$ cat src/rtl/minimig_zorro_access_ctrl.sv
// Sequences CPU accesses to the autoconfigured Zorro II boards (Toccata, control board).
// Define MINIMIG_ZORRO_TIMEOUT_COUNT_EN to add the saturating timeout_count output.
module minimig_zorro_access_ctrl #(
    parameter logic        TOCCATA_SND   = 1'b0,
    parameter logic        CONTROL_BOARD = 1'b0,
    parameter int unsigned TIMEOUT_TICKS = 64
) (
    input  logic        clk,
    input  logic        reset,
    input  logic        clk7_en,
    input  logic [23:1] cpu_address_in,
    input  logic        cpu_as,
    input  logic        cpu_rd,
    input  logic        cpu_hwr,
    input  logic        cpu_lwr,
    output logic [15:0] cpu_data_out,
    output logic        cpu_ack,
    input  logic [5:0]  board_configured,
    input  logic [5:0]  board_shutup,
    input  logic [7:0]  toccata_base_addr,
    input  logic [7:0]  control_base_addr,
    output logic        toccata_req,
    input  logic        toccata_ack,
    input  logic [15:0] toccata_data_in,
    output logic        control_req,
    input  logic        control_ack,
    input  logic [15:0] control_data_in,
    output logic [1:0]  board_we,
`ifdef MINIMIG_ZORRO_TIMEOUT_COUNT_EN
    output logic [7:0]  timeout_count,
`endif
    output logic        timeout_err
);

    typedef enum logic [1:0] {
        ST_IDLE   = 2'd0,
        ST_ACCESS = 2'd1,
        ST_RESP   = 2'd2
    } state_t;

    localparam logic [7:0] TO_LAST = 8'(TIMEOUT_TICKS - 1);

    state_t      state_q;
    logic [7:0]  cnt_q;
    logic        sel_toc_q;
    logic        rd_q;
    logic        cpu_ack_q;
    logic [15:0] data_q;
    logic        toc_req_q;
    logic        ctl_req_q;
    logic [1:0]  we_q;
    logic        terr_q;
`ifdef MINIMIG_ZORRO_TIMEOUT_COUNT_EN
    logic [7:0]  tcount_q;
`endif

    logic        toc_hit;
    logic        ctl_hit;
    logic        access_valid;
    logic        sel_ack;
    logic [15:0] sel_data;
    logic        unused_addr;

    assign toc_hit = TOCCATA_SND & board_configured[4] & ~board_shutup[4]
                   & (cpu_address_in[23:16] == toccata_base_addr);
    assign ctl_hit = CONTROL_BOARD & board_configured[5] & ~board_shutup[5]
                   & (cpu_address_in[23:16] == control_base_addr);
    assign access_valid = cpu_as & (cpu_rd | cpu_hwr | cpu_lwr);
    // Only the board that was selected at decode time may end the access.
    assign sel_ack  = sel_toc_q ? toccata_ack : control_ack;
    assign sel_data = sel_toc_q ? toccata_data_in : control_data_in;
    assign unused_addr = &{1'b0, cpu_address_in[15:1], board_configured[3:0], board_shutup[3:0]};

    // Access sequencer: decode, board handshake with timeout, CPU response.
    always_ff @(posedge clk) begin
        if (reset) begin
            state_q   <= ST_IDLE;
            cnt_q     <= 8'd0;
            sel_toc_q <= 1'b0;
            rd_q      <= 1'b0;
            cpu_ack_q <= 1'b0;
            data_q    <= 16'h0000;
            toc_req_q <= 1'b0;
            ctl_req_q <= 1'b0;
            we_q      <= 2'b00;
            terr_q    <= 1'b0;
`ifdef MINIMIG_ZORRO_TIMEOUT_COUNT_EN
            tcount_q  <= 8'd0;
`endif
        end else begin
            terr_q <= 1'b0;
            if (clk7_en) begin
                case (state_q)
                    ST_IDLE: begin
                        if (access_valid) begin
                            rd_q <= cpu_rd;
                            if (toc_hit || ctl_hit) begin
                                sel_toc_q <= toc_hit;
                                toc_req_q <= toc_hit;
                                ctl_req_q <= ~toc_hit;
                                we_q      <= {cpu_hwr, cpu_lwr};
                                cnt_q     <= 8'd0;
                                state_q   <= ST_ACCESS;
                            end else begin
                                data_q  <= 16'hFFFF;
                                state_q <= ST_RESP;
                            end
                        end
                    end
                    ST_ACCESS: begin
                        if (sel_ack) begin
                            data_q    <= rd_q ? sel_data : 16'h0000;
                            toc_req_q <= 1'b0;
                            ctl_req_q <= 1'b0;
                            state_q   <= ST_RESP;
                        end else if (cnt_q == TO_LAST) begin
                            data_q    <= 16'hFFFF;
                            toc_req_q <= 1'b0;
                            ctl_req_q <= 1'b0;
                            terr_q    <= 1'b1;
`ifdef MINIMIG_ZORRO_TIMEOUT_COUNT_EN
                            if (tcount_q != 8'hFF) begin
                                tcount_q <= tcount_q + 8'd1;
                            end
`endif
                            state_q   <= ST_RESP;
                        end else begin
                            cnt_q <= cnt_q + 8'd1;
                        end
                    end
                    ST_RESP: begin
                        // An access abandoned by the CPU leaves after one tick without acking.
                        if (!cpu_as) begin
                            cpu_ack_q <= 1'b0;
                            we_q      <= 2'b00;
                            state_q   <= ST_IDLE;
                        end else begin
                            cpu_ack_q <= 1'b1;
                        end
                    end
                    default: begin
                        toc_req_q <= 1'b0;
                        ctl_req_q <= 1'b0;
                        cpu_ack_q <= 1'b0;
                        state_q   <= ST_IDLE;
                    end
                endcase
            end
        end
    end

    assign cpu_ack      = cpu_ack_q;
    assign cpu_data_out = data_q;
    assign toccata_req  = toc_req_q;
    assign control_req  = ctl_req_q;
    assign board_we     = we_q;
    assign timeout_err  = terr_q;
`ifdef MINIMIG_ZORRO_TIMEOUT_COUNT_EN
    assign timeout_count = tcount_q;
`endif

endmodule

$ cat config.mk
export PLATFORM = sky130hd
export DESIGN_NAME = minimig_zorro_access_ctrl
export DESIGN_NICKNAME = d
export VERILOG_FILES = /design/src/rtl/minimig_zorro_access_ctrl.sv
export SDC_FILE = /design/constraint.sdc
export NUM_CORES = 1
export LEC_CHECK = 0
export ABC_AREA = 1
export CAP_MARGIN = 20
export CORE_AREA = 2 2 44 46
export CTS_BUF_LIST = sky130_fd_sc_hd__clkbuf_4 sky130_fd_sc_hd__clkbuf_8 sky130_fd_sc_hd__clkbuf_16
export DETAILED_ROUTE_END_ITERATION = 8
export DIE_AREA = 0 0 46 48
export DONT_BUFFER_PORTS = 1
export SYNTH_ARGS = -nofsm -noshare
export SYNTH_HDL_FRONTEND = slang
export SYNTH_SLANG_ARGS = --single-unit
$ cat constraint.sdc
create_clock -name clk -period 0.9 [get_ports clk]
set_input_delay 0.135 -clock clk [delete_from_list [all_inputs] [get_ports clk]]
set_output_delay 0.135 -clock clk [all_outputs]
set_load 0.05 [all_outputs]
==> impl_results.md <==
- Outcome: finished, violations left
- Failing checks: setup timing
- Worst reg-to-reg setup slack: 0.14 ns
- Hold Path Sink: cpu_ack$_SDFFE_PP0P_
- Ys async rst share: 0
- Non-Filler Instances: 50
- Layout cells sized above 1: 0.394
- Syn Inst Count: 39
- Antenna violations before repair: 0
- Max Slew Vio Count: 0
- Crit end category: output port
- Critical Path Start Type: flip-flop
- Slack of the critical path: -0.267 ns
- Leak: around 0.13 nW
- PortBufs: 0
- Synth area leader: buf_4
- Setup_tns: -3.63 ns
- Starting Density: 0.164
- Area growth, synth to finish: 4.50%
- Clock Latency Late Sink: ~0.23 ns
- Hold Crit Depth: 2
- Final Cell Area: roughly 290 um2
- Critical setup path kind: flip-flop to output port
- Commonest cells in the netlist: buf_4, a21oi_1, dfxtp_1, nand2_1
- # setup viols final: 16
- Top-area cell type share of the netlist area: 0.541
- Inserted Clock Buffers: 3
- Period utilization: 1.30
- Top-count cell post-synth: buf_4
- Synth Register Bits: 3
- Placer Congestion: between 0.6 and 0.7
- Reg clk slew, reported paths: around 0.04 ns
- Min-delay worst type: input port to flip-flop
- Clock Root Buffer: clkbuf_4
- Peak supply drop: around 1100 uV
- Htree depth: 1
- Reg2reg start: state_q[1]$_SDFFE_PP0P_
- DRT Pass-1 Iters: 1
- Core area: ~1700 um2
- Number of DRC markers in iteration 0: 0
- Max frequency: 857 MHz
- Layout filler cell count: approximately 200
- HPWL Detailed: between 300 and 400 um
- WP depth: 1
- Synth unique cells: 10
- Die width: 46 um
- Vias in the first global route: about 160
- R2R depth: 5
- Final WL: 390 um
- Dpl cells: 44
- Tot GR Track Use: 0.0442
- CP max-delay cell: buf_16
- Layout Nets: approximately 130
- Post-route ant nets: 0
- Clock skew: 0.00309 ns
- Grt ovf: 0
- PD cells: between 2000 and 3000 nW/um2
- Post-route minimum period: roughly 1.2 ns
- Hold path startpoint: cpu_as
- Post-synth EDFFs: 0
- Crit path cell chain: buf_16
- Max FO, Critical Path: 9
- Die Ht: 48 um
- Arrival time worst endpoint: between 1 and 1.5 ns
- DRC errors left: 0
- Sequential cell area fraction in the yosys report: 0.216
- RSZ-0062 raised after global routing: yes
- WP buf/inv: 1
- Clock Sinks: 3
- Synth area leaders: buf_4, dfxtp_1, a21oi_1
- Cell family with most CP delay: buffers and inverters
- Vias post-DR: 166
- Ys Warns: 0
- I/O pins: approximately 110
- Largest net degree at the start of global routing: 10
- First-pass GRT wire length: just under 600 um
- Ant. Diodes: 0
- Avg WL per Cell: between 7 and 8 um
- DIE AREA: between 2000 and 2500 um2
- Max-cap violations: 0
- Fin util: 0.172
- Mapped Area: 278 um2
- Top_reg_cell synth: dfxtp_1
- # rows: 15
- CP max stage delay: about 0.4 ns
- Area after DPL: between 200 and 250 um2
- Max Buffers Root-to-Sink: 2
- Required time worst endpoint: about 0.76 ns
- Final Hold Viols: 0
- CTS tree: built
- Mapped Avg Cell Area: approximately 7.1 um2
- Vias per inst: between 3 and 4
- FF-to-FF End: cpu_data_out[14]$_SDFFE_PP0P_
## power by group
part | internal, mW | switching, mW
registers | 0.141 | 0.0111
logic | 0.0547 | 0.263
clock network | 0.196 | 0.0687
total | 0.392 | 0.343
## per-stage QoR
stage          total power, mW  hold WS (ns)  setup WS, ns
3_5_place_dp             0.456         0.199       -0.0293
4_1_cts                  0.736        0.0530        -0.279
2_1_floorplan            0.493         0.194        0.0276
5_1_grt                  0.783        0.0614        -0.310
6_report                 0.735        0.0633        -0.267
3_3_place_gp             0.454         0.197       -0.0294
## metal layers
| layer | up-vias | track usage | routed length (um) | part of all wire |
|---|---|---|---|---|
| li1 | 85 | - | - | - |
| met1 | 66 | 0.0333 | 157 | 0.40 |
| met2 | 15 | 0.0611 | 139 | 0.36 |
| met3 | 0 | 0.0528 | 93 | 0.24 |
| met4 | 0 | 0.0343 | 0 | 0 |
| met5 | - | 0 | 0 | 0 |
## worst max path at each step
stage,startpoint,endpoint
2_1_floorplan,cpu_data_out[14]$_SDFFE_PP0P_,cpu_data_out[10]
3_3_place_gp,cpu_data_out[14]$_SDFFE_PP0P_,cpu_data_out[11]
3_5_place_dp,cpu_data_out[14]$_SDFFE_PP0P_,cpu_data_out[11]
4_1_cts,cpu_data_out[14]$_SDFFE_PP0P_,cpu_data_out[11]
5_1_grt,cpu_data_out[14]$_SDFFE_PP0P_,cpu_data_out[12]
6_report,cpu_data_out[14]$_SDFFE_PP0P_,cpu_data_out[11]
## what timing repair did
action | in CTS | in global routing
resized for setup | 0 | 3
hold buffers | 1 | 0
setup endpoints to repair | 16 | 17
cloned | 0 | 0
hold endpoints to repair | 3 | 0
setup buffers | 0 | 1
## sequential cells by signal (all words and copies together) (netlist names)
signal,count
cpu_data_out,1
state_q,1
cpu_ack,1
## layout make-up
cell class,instances,area (um2),share of cell area
multi-input combinational,16,67.6,0.233
tap,17,21.3,0.0733
inverter,4,15.0,0.0517
sequential,3,65.1,0.224
clock buffer,4,30.0,0.103
timing repair buffer,6,91.3,0.315
## layout by cell type (no fill, tap or decap)
cell type	Yosys	layout
dlygate4sd3_1	0	1
buf_6	0	1
clkbuf_4	0	4
inv_1	2	2
buf_12	0	1
buf_8	0	1
dfxtp_2	0	1
a21oi_1	3	3
dfxtp_4	0	1
conb_1	1	5
nor2_1	2	2
nand3_1	1	1
nand2_1	3	3
buf_4	20	1
buf_16	0	1
inv_2	2	2
dfxtp_1	3	1
o21ai_0	2	2
## cells by family after synthesis
family | synth area share
DFF | 0.216
AOI/OAI and AO/OA | 0.0901
and+or+nand+nor | 0.0856
other | 0.0135
buffers and inverters | 0.595
No activity file was read; power rests on OpenSTA's default activity.
